`config.mk`:
```
export PLATFORM = sky130hd
export DESIGN_NAME = frame_diff_ctrl
export DESIGN_NICKNAME = d
export VERILOG_FILES = /design/src/rtl/frame_diff_ctrl.sv
export SDC_FILE = /design/constraint.sdc
export NUM_CORES = 1
export LEC_CHECK = 0
export ABC_CLOCK_PERIOD_IN_PS = 1700
export BUFFER_PORTS_ARGS = -buffer_cell sky130_fd_sc_hd__buf_2
export CORE_UTILIZATION = 51
export DETAILED_ROUTE_END_ITERATION = 8
export GPL_TIMING_DRIVEN = 0
export PLACE_DENSITY = 0.8
export REMOVE_ABC_BUFFERS = 1
export SYNTH_ARGS = -nofsm -noshare
export SYNTH_HDL_FRONTEND = slang
export SYNTH_SLANG_ARGS = --single-unit
export TNS_END_PERCENT = 30
```
`constraint.sdc`:
```
create_clock -name sys_clk -period 1.7 [get_ports sys_clk]
set_input_delay 0.34 -clock sys_clk [delete_from_list [all_inputs] [get_ports sys_clk]]
set_output_delay 0.34 -clock sys_clk [all_outputs]
set_load 0.01 [all_outputs]
```
`src/rtl/frame_diff_ctrl.sv`:
```
// frame_diff_ctrl
// Frame-level controller for the motion-detection pipeline. It decides per input
// frame whether the frame is stored as the new reference or compared against the
// stored one, latches the difference threshold at frame boundaries, checks the
// input frame size, and counts eroded motion pixels per output frame to raise an alarm.
module frame_diff_ctrl #(
    parameter int         IMG_HDISP     = 640,
    parameter int         IMG_VDISP     = 480,
    parameter int         REF_PERIOD    = 4,
    parameter logic [7:0] DEF_THRESHOLD = 8'd65,
    parameter int         CNT_W         = 19
) (
    input  logic             sys_clk,
    input  logic             sys_rst,
    input  logic             per_frame_vsync,
    input  logic             per_frame_clken,
    input  logic [7:0]       cfg_threshold,
    input  logic             cfg_threshold_wr,
    input  logic [CNT_W-1:0] cfg_alarm_level,
    input  logic             post_frame_vsync,
    input  logic             post_frame_clken,
    input  logic             post_img_Bit,
    output logic [7:0]       diff_threshold,
    output logic             ref_wr_en,
    output logic             ref_rd_en,
    output logic             ref_valid,
    output logic [15:0]      frame_cnt,
    output logic             size_err,
    output logic [CNT_W-1:0] motion_cnt,
    output logic             motion_cnt_vld,
    output logic             motion_alarm
);

    localparam logic [CNT_W-1:0] FRAME_PIX   = CNT_W'(IMG_HDISP * IMG_VDISP);
    localparam logic [CNT_W-1:0] CNT_MAX     = '1;
    localparam logic [3:0]       PERIOD_LAST = 4'(REF_PERIOD - 1);

    typedef enum logic [1:0] {
        IDLE    = 2'd0,
        CAPTURE = 2'd1,
        COMPARE = 2'd2,
        WAIT    = 2'd3
    } state_t;

    state_t           state;
    state_t           state_nxt;

    logic             per_vsync_p1;
    logic             post_vsync_p1;
    logic             per_armed;
    logic             post_armed;
    logic             per_rise;
    logic             per_fall;
    logic             post_rise;
    logic             post_fall;
    logic             post_in_frame;

    logic [3:0]       period_cnt;
    logic [CNT_W-1:0] pix_cnt;
    logic [CNT_W-1:0] mot_cnt;
    logic [7:0]       thr_pending;
    logic             frame_active;
    logic             size_bad;

    // Saturating increment shared by the pixel and motion counters.
    function automatic logic [CNT_W-1:0] sat_inc(input logic [CNT_W-1:0] v);
        return (v == CNT_MAX) ? v : v + 1'b1;
    endfunction

    // Previous-vsync flags for edge detection; the armed flags suppress a false
    // frame start when reset is released while a vsync is already high.
    always_ff @(posedge sys_clk) begin
        if (sys_rst) begin
            per_vsync_p1  <= 1'b0;
            post_vsync_p1 <= 1'b0;
            per_armed     <= 1'b0;
            post_armed    <= 1'b0;
        end else begin
            per_vsync_p1  <= per_frame_vsync;
            post_vsync_p1 <= post_frame_vsync;
            if (!per_frame_vsync) begin
                per_armed <= 1'b1;
            end
            if (!post_frame_vsync) begin
                post_armed <= 1'b1;
            end
        end
    end

    assign per_rise  = per_frame_vsync & ~per_vsync_p1 & per_armed;
    assign per_fall  = ~per_frame_vsync & per_vsync_p1;
    assign post_rise = post_frame_vsync & ~post_vsync_p1 & post_armed;
    assign post_fall = ~post_frame_vsync & post_vsync_p1 & post_in_frame;

    assign frame_active = (state == CAPTURE) || (state == COMPARE);
    assign size_bad     = (pix_cnt != FRAME_PIX);

    // Input-side FSM state register.
    always_ff @(posedge sys_clk) begin
        if (sys_rst) begin
            state <= IDLE;
        end else begin
            state <= state_nxt;
        end
    end

    // Next-state decision and the zero-latency reference memory enables.
    always_comb begin
        state_nxt = state;
        ref_wr_en = 1'b0;
        ref_rd_en = 1'b0;
        unique case (state)
            IDLE: begin
                if (per_rise) begin
                    state_nxt = CAPTURE;
                end
            end
            CAPTURE: begin
                ref_wr_en = per_frame_clken;
                ref_rd_en = per_frame_clken & ref_valid;
                if (per_fall) begin
                    state_nxt = WAIT;
                end
            end
            COMPARE: begin
                ref_rd_en = per_frame_clken;
                if (per_fall) begin
                    state_nxt = WAIT;
                end
            end
            WAIT: begin
                if (per_rise) begin
                    if ((period_cnt == PERIOD_LAST) || !ref_valid) begin
                        state_nxt = CAPTURE;
                    end else begin
                        state_nxt = COMPARE;
                    end
                end
            end
            default: state_nxt = IDLE;
        endcase
    end

    // Frames since the last capture: restarts after a capture, advances after each compare.
    always_ff @(posedge sys_clk) begin
        if (sys_rst) begin
            period_cnt <= 4'd0;
        end else if (per_fall) begin
            if (state == CAPTURE) begin
                period_cnt <= 4'd0;
            end else if (state == COMPARE) begin
                period_cnt <= period_cnt + 4'd1;
            end
        end
    end

    // Input pixel count, frame-size check and reference validity.
    always_ff @(posedge sys_clk) begin
        if (sys_rst) begin
            pix_cnt   <= '0;
            size_err  <= 1'b0;
            ref_valid <= 1'b0;
        end else begin
            size_err <= 1'b0;
            if (per_rise) begin
                pix_cnt <= '0;
            end else if (per_frame_clken) begin
                pix_cnt <= sat_inc(pix_cnt);
            end
            // Only frames the FSM actually tracked are size-checked; a frame cut
            // by reset is not reported.
            if (per_fall && frame_active) begin
                size_err <= size_bad;
                if (state == CAPTURE) begin
                    ref_valid <= ~size_bad;
                end
            end
        end
    end

    // Threshold staging: writes land in the pending register, frame start publishes it.
    always_ff @(posedge sys_clk) begin
        if (sys_rst) begin
            thr_pending    <= DEF_THRESHOLD;
            diff_threshold <= DEF_THRESHOLD;
        end else begin
            if (cfg_threshold_wr) begin
                thr_pending <= cfg_threshold;
            end
            if (per_rise) begin
                diff_threshold <= thr_pending;
            end
        end
    end

    // Count of input frames started, wrapping.
    always_ff @(posedge sys_clk) begin
        if (sys_rst) begin
            frame_cnt <= 16'd0;
        end else if (per_rise) begin
            frame_cnt <= frame_cnt + 16'd1;
        end
    end

    // Motion pixel accumulation over the erosion output frame.
    always_ff @(posedge sys_clk) begin
        if (sys_rst) begin
            mot_cnt       <= '0;
            post_in_frame <= 1'b0;
        end else begin
            if (post_rise) begin
                mot_cnt       <= '0;
                post_in_frame <= 1'b1;
            end else begin
                if (post_frame_clken && post_img_Bit) begin
                    mot_cnt <= sat_inc(mot_cnt);
                end
                if (post_fall) begin
                    post_in_frame <= 1'b0;
                end
            end
        end
    end

    // End-of-frame motion report and alarm decision.
    always_ff @(posedge sys_clk) begin
        if (sys_rst) begin
            motion_cnt     <= '0;
            motion_cnt_vld <= 1'b0;
            motion_alarm   <= 1'b0;
        end else begin
            motion_cnt_vld <= 1'b0;
            if (post_fall) begin
                motion_cnt     <= mot_cnt;
                motion_cnt_vld <= 1'b1;
                motion_alarm   <= ref_valid & (cfg_alarm_level != '0) &
                                  (mot_cnt >= cfg_alarm_level);
            end
        end
    end

endmodule
```
=== Yosys cells after proc, flatten, opt, wreduce, memory -nomap -nowiden ===
Index checks and enable logic that the tools add are counted.

* Bits of input ports: 35
* Register bits after elaboration: 104
* Output and inout bits: 49
* Word-level logic and storage cells: 80

* Order comparisons: 1
* Equal/unequal tests: 10
* Muxes and demuxes: 12
* Reductions and logical operators: 18
* Bitwise operators: 18
* Add/subtract/negate cells: 4

{| class="wikitable"
|+ Operator list
! cell !! number
|-
| $add 19x1->19 const B || 2
|-
| $eq 19x19->1 const B || 2
|-
| $ge 19x19->1 || 1
|-
| $ne 19x19->1 const B || 1
|-
| $reduce_bool 19->1 || 1
|-
| $add 16x1->16 const B || 1
|-
| $and 1x1->1 || 10
|-
| $mux 2 || 4
|-
| $mux 4 || 2
|-
| $not 1->1 || 8
|-
| $reduce_and 2->1 || 4
|-
| $reduce_or 2->1 || 4
|-
| $pmux 2 s3 || 1
|-
| $add 4x1->4 const B || 1
|-
| $eq 2x2->1 const B || 2
|-
| $eq 4x2->1 const B || 1
|-
| $mux 1 || 4
|-
| $ne 2x2->1 const B || 2
|-
| $reduce_bool 2->1 || 2
|-
| $reduce_and 3->1 || 1
|-
| $eq 2x1->1 const B || 1
|-
| $logic_and 1x1->1 || 2
|-
| $logic_not 2->1 || 1
|-
| $logic_or 1x1->1 || 2
|-
| 3 further kinds || 3
|}

=== Longest topological paths before layout ===
Gate-level depths: netlist of run 1.

* Depth in word-level cells: 5
* Gate-level depth with buffers: 7
* Mapped depth without buffers: 7

=== Least setup slack after synthesis of run 1 ===
Ideal clock, no wire load.

* Path type: register -> register
* Start: reg pix_cnt[1]
* End: reg pix_cnt[14]
* Period minus slack after synthesis: 1759 ps
* Data arrival time: 1674 ps
* Buffers on the path: 1
* Library setup time: 86 ps
* Setup slack: -59 ps
* Stages on the path, launching flop included: 8
* Required time: 1614 ps
* Path through: dfxtp_1 ha_1 and4_1 buf_2 nand3_1 nor3_1 a31oi_1 a211oi_1

* Cells in the longest elaborated chain, start to end: 3
* Elaborated cells between the ends (all ways): 4
* Classes of those cells: add/sub (1); eq/ne (1); bitwise (1); reduce/logical (1)

{| class="wikitable"
|+ Ends and longest elaborated chain
! element !! RTL line !! source
|-
| start, declared || 59 || <nowiki>logic [CNT_W-1:0] pix_cnt;</nowiki>
|-
| start signal, assigned || 168 || <nowiki>pix_cnt <= sat_inc(pix_cnt);</nowiki>
|-
| parallel branches: the longest is 3 deep, another holds $add 19x1->19 || n/a ||
|}

Parallel ways; which one is timed is not known.
A chain may end at the register's enable or synchronous reset.

=== Worst setup path after layout of run 1 ===
* Start: reg state[1]
* End: out ref_rd_en

* Cells in the longest elaborated chain, start to end: 2
* Elaborated cells between the ends (all ways): 3
* Classes of those cells: eq/ne (2); mux (1)

{| class="wikitable"
|+ Ends and longest elaborated chain
! element !! RTL line !! source
|-
| start, declared || 45 || <nowiki>state_t state;</nowiki>
|-
| start signal, assigned || 103 || <nowiki>state <= state_nxt;</nowiki>
|-
| $eq 2x2->1 / $eq 2x1->1 (equally long branches) || 112 || <nowiki>unique case (state)</nowiki>
|-
| $pmux 1 s2 (*) || 112 ||
|-
| end, declared || 25 || <nowiki>output logic ref_rd_en,</nowiki>
|}

Mark *: on every way between the ends. The rest lies on a longest branch, timed or not.

==> metrics.cfg, run 1 <==
[sta]
clock_skew_ns=0.0110
max_freq_mhz=581
final-setup-viol-count=2
slew_headroom=0.492
worst_slew_pin_slew_ns=0.762
rsz0062_at_grt=yes
holdWs_ns=0.161
slew_viol_final=0
fin_crit_sh=1.01
hold_viol=0
fin_ws_ns=-0.0206
setup_tns_ns=-0.0245
post-route-min-period_ns=1.72

[routing]
dr.first_iter.drc_count=221
firstDrtPassIters=4
wire_per_inst_um=15.1
route.detailed.drc=0
ant_nets=0
drt_wl_total_um=12600
vias_per_cell=5.58
num_vias=4655

[critical_path]
cp_slowest_cell=dfxtp_2
cp-end-kind=primary output
reg2reg_from=state[0]
crit_path_max_fanout=3
crit_arrival_ns=1.38
cp_slowest_stage_delay_ns=0.35
rr_worst_depth=8
crit_required_ns=1.36
start_kind=register
reg2reg_slack_ns=0
cp_cell_sequence=buf_4 > ha_1 > a21oi_4 > nor2_4 > buf_2
rr_endpoint=period_cnt[2]
criticalPathCategory=register to primary output

[finish]
area_growth_pct=24.0
fin_nets=764
nFillCells=794
final_cell_mix=buf_2 (82), nand2_1 (77), dfxtp_1 (73)
regArea_um2=2150
final_common_cell=buf_2
diodes=0
postLayoutCoreUtil=0.664
postLayoutCellArea_um2=6220
drive_above_1_share=0.285
multi_input_area_um2=2940

[global_route]
grt_pass1_wl_um=20000
grt_use_total=0.249
grt_pass1_vias=4381
grt_max_degree=72
overflow=0
antenna_found_initial=0

[clock_tree]
cts_tree=built
cts_sinks=104
clk_latency_ns=0.38
cts_root_buffer=clkbuf_8
clkTransAtPathRegs_ns=0.10
h-tree-depth=3
clock_path_buffers=2
cts_inserted_buffers=9
postCtsHoldBufs=0

[yosys]
synth_edf_count=0
synth_cell_types=55
seq_area_frac_synth=0.415
netlist_instances=603
ys_async_sr_fraction=0
syn_area_um2=5020
avgSynthCellArea_um2=8.32
ys_ff_latch=104
ys_warn_count=0
ys.flop_type=dfxtp_1

[min_path]
whs_endpoint=thr_pending[6]
min_path_type=primary input to register
holdCritStartpoint=cfg_threshold[6]
min_path_cells=2

[run_status]
violations=negative setup slack
status=complete, but fails checks

[floorplanning]
coreArea_um2=9370
die_y_um=101
ioPinCount=84
start_util=0.535
die_area_um2=10200
fp.dieW_um=101
rows=35

[place]
place_congestion=0.865
place_ws_ns=-0.665
port_buffers=83
hpwl_um=8100
place_area_um2=5510

[flow_run]
drv_cap=0

[power]
p_leak_nw=2.59
ir_drop_mv=0.474
powerDensity_nw_per_um2=729

==> state kept, by name (all words and copies together) (netlist names) <==
register,cells
motion_cnt_vld,1
per_vsync_p1,1
motion_cnt,19
diff_threshold,8
ref_valid,1
thr_pending,8
post_vsync_p1,1
size_err,1
frame_cnt,16
period_cnt,4
motion_alarm,1
post_in_frame,1
pix_cnt,19
mot_cnt,19
per_armed,1
state,2
post_armed,1
==> stage by stage <==
step / instances / power [mW]
finish: 834 / 4.53
CTS: 825 / 4.53
global placement: 788 / 2.91
global route: 834 / 4.71
floorplan: 576 / 2.78
detailed placement: 789 / 2.93
==> logic make-up (layout without fill, tap and decap cells) <==
kind of cell,Yosys count,count (layout),synth area share
muxes,10,10,0.0200
adders and majority gates,29,29,0.0723
and+or+nand+nor,261,262,0.260
AOI/OAI and AO/OA,98,98,0.119
DFF,104,104,0.415
buffers and inverters,64,165,0.0484
xor gates and xnor gates,37,37,0.0646
==> routing by layer <==
layer	GRT usage	part of all wire	vias up
met5	0	0	-
met4	0.123	0.019	0
met3	0.0552	0.058	19
met2	0.414	0.50	130
met1	0.306	0.42	2222
li1	-	-	2284
==> how the worst max path moves through the flow <==
stage	to	cells past startpoint	from	slack (ns)
after floorplan	motion_alarm	5	post_vsync_p1	-0.38
after detailed placement	pix_cnt[7]	4	sys_rst	-0.67
after global placement	motion_alarm	5	post_frame_vsync	-1.33
after global routing	ref_rd_en	5	state[1]	-0.08
final	ref_rd_en	5	state[1]	-0.02
after CTS	mot_cnt[14]	5	mot_cnt[4]	-0.11
==> synth_stat cells, types with 3 or more instances <==
library cell	n	area, µm²
nor3_1	12	60.1
a21oi_1	54	270
a31oi_1	6	37.5
clkbuf_1	21	78.8
nor4b_1	3	26.3
dfxtp_1	104	2080
nand2b_1	3	18.8
nand3_1	25	125
ha_1	29	363
xnor2_1	27	236
and4_1	5	43.8
nor2b_1	5	31.3
or3_1	4	25.0
o21ai_0	8	40.0
and3_1	6	37.5
buf_1	4	15.0
inv_1	37	139
xor2_1	10	87.6
a211oi_1	9	67.6
nand2_1	78	293
nand3b_1	5	37.5
nor4_1	11	68.8
nor2_1	73	274
mux2i_1	10	100
nand4_1	15	93.8
==> power breakdown <==
group | switching, mW | internal, mW
Sequential | 0.0438 | 2.47
Clock | 0.919 | 0.601
Combinational | 0.273 | 0.223
==> critical path, delay by kind of cell (launching register included) <==
kind / cells / cell delay, ns
simple gates: 1 / 0.05
buf+inv: 2 / 0.27
flops: 1 / 0.35
compound gates: 1 / 0.13
fa+ha+maj: 1 / 0.20
==> repair_timing <==
item | in CTS | in global routing
buffers inserted | 19 | 9
endpoints found under the hold margin | 0 | 0
endpoints found under the setup margin | 54 | 46
pin swaps | 9 | 11
cloned | 1 | 0
resized for setup | 39 | 56
==> final cells by class <==
class                      count  area share
timing repair buffer         112       0.104
tap                          129      0.0260
inverter                      37      0.0231
clock inverter                 5     0.00724
multi-input combinational    436       0.472
sequential                   104       0.345
clock buffer                  11      0.0227
(Power assumes the default switching activity.)
==> run 2: changes to the inputs <==
--- a/config.mk
+++ b/config.mk
@@ -6,11 +6,12 @@
 export NUM_CORES = 1
 export LEC_CHECK = 0
 export ABC_CLOCK_PERIOD_IN_PS = 1700
-export BUFFER_PORTS_ARGS = -buffer_cell sky130_fd_sc_hd__buf_2
-export CORE_UTILIZATION = 51
+export CORE_MARGIN = 3
+export CORE_UTILIZATION = 54
 export DETAILED_ROUTE_END_ITERATION = 8
+export DONT_BUFFER_PORTS = 1
 export GPL_TIMING_DRIVEN = 0
-export PLACE_DENSITY = 0.8
+export PLACE_DENSITY = 0.76
 export REMOVE_ABC_BUFFERS = 1
 export SYNTH_ARGS = -nofsm -noshare
 export SYNTH_HDL_FRONTEND = slang
==> run 2 against run 1 <==
- the flow now finishes without violations
- maximum frequency grew 1.9%
- largest power group unchanged
- non-clock buffer count is 95 lower
- global-route usage fell by 2.4 points
- sequential cell count is the same
==> metrics.cfg, run 2 (same netlist as run 1, synthesis figures left out) <==
[global_route]
use_met3=0.0560
grt_pass1_wl_um=18800
busiest_layer=met2
antenna_found_initial=0
grt_max_degree=72
use_met1=0.277
grt_use_total=0.225
grtUsageMet2=0.396
grt_pass1_vias=4014
overflow=0

[floorplanning]
rows=34
die_y_um=102
start_util=0.564
coreArea_um2=8890
ioPinCount=84
fp.dieW_um=102
die_area_um2=10500

[critical_path]
crit_path_max_fanout=6
worst-path-buf-inv=0
criticalPathCategory=register to register
path_delay_family=simple AND/OR/NAND/NOR gates
cp-end-kind=register
cp_slowest_stage_delay_ns=0.47
start_kind=register
rr_worst_depth=5
crit_required_ns=1.92
rr_endpoint=mot_cnt[14]
reg2reg_from=mot_cnt[10]
cp-startpoint=mot_cnt[10]
reg2reg_slack_ns=0.01
cp_cell_sequence=and4_1 > nand3_2 > nor4b_2 > xnor2_1 > nor2_1
cp_slowest_cell=dfxtp_1
crit_arrival_ns=1.91

[finish]
area_growth_pct=13.6
final_cell_mix=nand2_1 (78), nor2_1 (70), dfxtp_1 (69)
reg_top3=mot_cnt x19, motion_cnt x19, pix_cnt x19
final_cells=718
diodes=0
nFillCells=752
fin_nets=669
final_common_cell=nand2_1
drive_above_1_share=0.177

[routing]
drt_wl_total_um=11900
num_vias=4267
firstDrtPassIters=4
route.detailed.drc=0
vias_per_cell=5.94
wire_per_inst_um=16.6
ant_nets=0
dr.first_iter.drc_count=240

[clock_tree]
postCtsHoldBufs=0
cts_tree=built
clock_path_buffers=2
cts_inserted_buffers=9
cts_root_buffer=clkbuf_8
clkTransAtPathRegs_ns=0.10
clk_latency_ns=0.36
h-tree-depth=3
cts_sinks=104

[sta]
worst_slew_pin_slew_ns=0.725
hold_viol=0
fin_crit_sh=0.993
fin_ws_ns=0.0121
slew_viol_final=0
max_freq_mhz=592
final-setup-viol-count=0
rsz0062_at_grt=yes
clock_skew_ns=0.0132
slew_headroom=0.516
post-route-min-period_ns=1.69

[run_status]
status=completed

[place]
place_inst=685
hpwl_um=7960
port_buffers=0
place_ws_ns=-0.398
place_congestion=0.853

[power]
seqPwrFrac=0.576
p_leak_nw=2.14
p_comb_frac=0.073
internal_power_mw=3.30
p_clk_frac=0.350
swShare=0.246
p_switching_mw=1.08
powerDensity_nw_per_um2=768
power_mw=4.38
ir_drop_mv=0.616

[min_path]
min_path_type=primary input to register
whs_endpoint=frame_cnt[5]
holdCritStartpoint=sys_rst
min_path_cells=1

[flow_run]
drv_cap=0

==> run 2: area by class of cell <==
cell class	count	area, µm²	area share
Multi-Input combinational cell	436	2940	0.516
Sequential cell	104	2150	0.377
Timing Repair Buffer	17	143	0.0250
Inverter	37	139	0.0244
Tap cell	108	135	0.0237
Clock buffer	10	128	0.0224
Clock inverter	6	66.3	0.0116
==> run 2: timing repair <==
| item | CTS | global route |
|---|---|---|
| endpoints found under the setup margin | 44 | 41 |
| buffers inserted | 8 | 8 |
| pin swaps | 7 | 8 |
| cloned | 1 | 0 |
| resized for setup | 27 | 67 |
==> run 2: how the worst max path moves through the flow <==
stage | to | slack [ns] | depth (start not counted)
after floorplan | motion_alarm | -0.38 | 5
after global placement | motion_alarm | -1.31 | 5
after detailed placement | pix_cnt[14] | -0.40 | 6
after CTS | pix_cnt[17] | -0.11 | 5
after global routing | pix_cnt[17] | -0.07 | 5
final | mot_cnt[14] | 0.01 | 5
==> run 2: power groups by stage <==
stage | logic, mW | registers (mW) | clock network [mW]
finish | 0.321 | 2.52 | 1.53
global route | 0.360 | 2.53 | 1.67
CTS | 0.307 | 2.53 | 1.57
detailed placement | 0.273 | 2.57 | 0
global placement | 0.254 | 2.57 | 0
floorplan | 0.214 | 2.56 | 0
==> run 2: metal layers <==
layer / share of wire / vias to the layer above / wire, µm
li1: - / 2092 / -
met1: 0.43 / 2054 / 5080
met2: 0.52 / 105 / 6150
met3: 0.042 / 16 / 506
met4: 0.015 / 0 / 176
met5: 0 / - / 0
==> run 2: through the flow <==
stage                     utilization  hold WS (ns)  TNS (ns)  instance area (µm²)
final                           0.641        0.0286         0                 5700
after global routing            0.641      0.000429    -0.348                 5700
after CTS                       0.608        0.0177    -0.394                 5410
after detailed placement        0.570         0.420     -5.45                 5060
after global placement          0.568         0.420    -20.13                 5050
after floorplan                     -         0.409     -2.40                 4910
==> run 2: worst reg2reg max path: stages, from the launching register on <==
cell     delay [ns]
dfxtp_1        0.47
and4_1         0.30
nand3_2        0.20
nor4b_2        0.36
xnor2_1        0.17
nor2_1         0.05
==> run 3: changes to the inputs <==
--- a/config.mk
+++ b/config.mk
@@ -11,7 +11,7 @@
 export DETAILED_ROUTE_END_ITERATION = 8
 export DONT_BUFFER_PORTS = 1
 export GPL_TIMING_DRIVEN = 0
-export PLACE_DENSITY = 0.76
+export PLACE_DENSITY = 0.72
 export REMOVE_ABC_BUFFERS = 1
 export SYNTH_ARGS = -nofsm -noshare
 export SYNTH_HDL_FRONTEND = slang
==> run 3 against run 2 <==
- the flow now finishes with violations (negative setup slack)
- core utilization is 0.46 points higher
- combinational power is 9.0% higher
- final area increased by 0.72%
- sequential share of layout area fell by 0.45 points
- die area did not move
- sequential cell count unchanged
==> metrics.cfg, run 3 (same netlist as run 1, synthesis figures left out) <==
[global_route]
grt_max_degree=72
antenna_found_initial=0
grt_use_total=0.220
grt_pass1_wl_um=18400
overflow=0
grt_pass1_vias=3964

[routing]
num_vias=4222
firstDrtPassIters=4
ant_nets=0
vias_per_cell=5.82
route.detailed.drc=0
dr.first_iter.drc_count=200
wire_per_inst_um=16.3
drt_wl_total_um=11800

[floorplanning]
fp.dieW_um=102
die_y_um=102
ioPinCount=84
die_area_um2=10500
start_util=0.564
rows=34
coreArea_um2=8890

[critical_path]
cp_slowest_cell=nor4_4
rr_endpoint=pix_cnt[9]
reg2reg_slack_ns=-0.02
rr_worst_depth=7
cp-startpoint=pix_cnt[12]
start_kind=register
reg2reg_from=pix_cnt[12]
crit_path_max_fanout=5
crit_required_ns=1.99
cp_cell_sequence=nand4_1 > buf_4 > nor4_4 > buf_4 > a21oi_2 > nand4_1 > mux2i_1
crit_end=pix_cnt[9]
criticalPathCategory=register to register
cp-end-kind=register
cp_slowest_stage_delay_ns=0.39
crit_arrival_ns=2.01

[clock_tree]
cts_inserted_buffers=9
clock_path_buffers=2
cts_tree=built
cts_root_buffer=clkbuf_8
h-tree-depth=3
clk_latency_ns=0.37
cts_sinks=104
clkTransAtPathRegs_ns=0.11

[sta]
slew_viol_final=0
holdWs_ns=0.0316
max_freq_mhz=581
fin_ws_ns=-0.0211
fin_crit_sh=1.01
hold_viol=0
clock_skew_ns=0.0117
final-setup-viol-count=4
rsz0062_at_grt=yes
slew_headroom=0.489
setup_tns_ns=-0.0509
post-route-min-period_ns=1.72
worst_slew_pin_slew_ns=0.765

[finish]
postLayoutCoreUtil=0.645
final_common_cell=nand2_1
diodes=0
regArea_um2=2140
fin_nets=677
nFillCells=732
multi_input_area_um2=2940
area_growth_pct=14.4
final_cell_mix=nand2_1 (78), dfxtp_1 (75), nor2_1 (69)
drive_above_1_share=0.176
reg_top3=mot_cnt x19, motion_cnt x19, pix_cnt x19
final_cells=726

[flow_run]
drv_cap=0

[place]
place_inst=685
hpwl_um=7670
port_buffers=0
place_ws_ns=-0.357
place_congestion=0.908

[power]
p_leak_nw=2.16
ir_drop_mv=0.401
powerDensity_nw_per_um2=759

[min_path]
min_path_cells=1
min_path_type=primary input to register

[run_status]
status=complete, but fails checks
violations=negative setup slack

## run 3: changes by cell type in the layout (fill, tap and decap cells not counted), sizes merged
cell,change
dlygate4sd3,+2
clkbuf,-1
bufinv,-1
clkinvlp,+1
inv,+1
buf,+6
## run 3: final cells by class
cell class                 instances  area share
clock buffer                       9      0.0216
clock inverter                     7      0.0116
inverter                          37      0.0242
multi-input combinational        436       0.512
sequential                       104       0.373
tap                              108      0.0236
timing repair buffer              25      0.0342
## run 3: worst min-delay path by stage
stage / slack, ns / start / to
CTS: 0.005 / sys_rst / motion_cnt[1]
global placement: 0.42 / sys_rst / motion_cnt[10]
global route: 0.0006 / sys_rst / motion_cnt_vld
detailed placement: 0.42 / sys_rst / motion_cnt[4]
floorplan: 0.41 / sys_rst / diff_threshold[1]
finish: 0.03 / sys_rst / motion_cnt[2]
## run 3: through the flow
step                      cell area [µm²]  total power [mW]
after floorplan                      4910              2.78
after global placement               5050              2.82
after detailed placement             5060              2.84
after CTS                            5430              4.38
after global routing                 5740              4.54
final                                5740              4.35
## run 3: routing by layer
layer,up-vias,global-route usage,part of all wire
met3,15,0.0724,0.051
met1,2019,0.269,0.42
met4,0,0.0585,0.013
li1,2107,-,-
met2,81,0.375,0.52
met5,-,0,0
## run 3: timing repair
action / in CTS / in global routing
cloned: 1 / 0
pin swaps: 8 / 18
setup buffers: 10 / 12
resized for setup: 30 / 54
endpoints found under the setup margin: 52 / 45
hold buffers: 0 / 2
endpoints found under the hold margin: 0 / 17
## run 3: where the power goes
group	switching (mW)	internal [mW]	total, mW
clock network	0.921	0.566	1.49
logic	0.198	0.152	0.350
registers	0.0430	2.47	2.52
## run 3: worst max-delay path: cells and delay by family (launching register included)
kind | cells | cell delay (ns)
buf+inv | 2 | 0.38
flops | 1 | 0.38
compound gates | 1 | 0.08
simple gates | 3 | 0.63
mux | 1 | 0.18
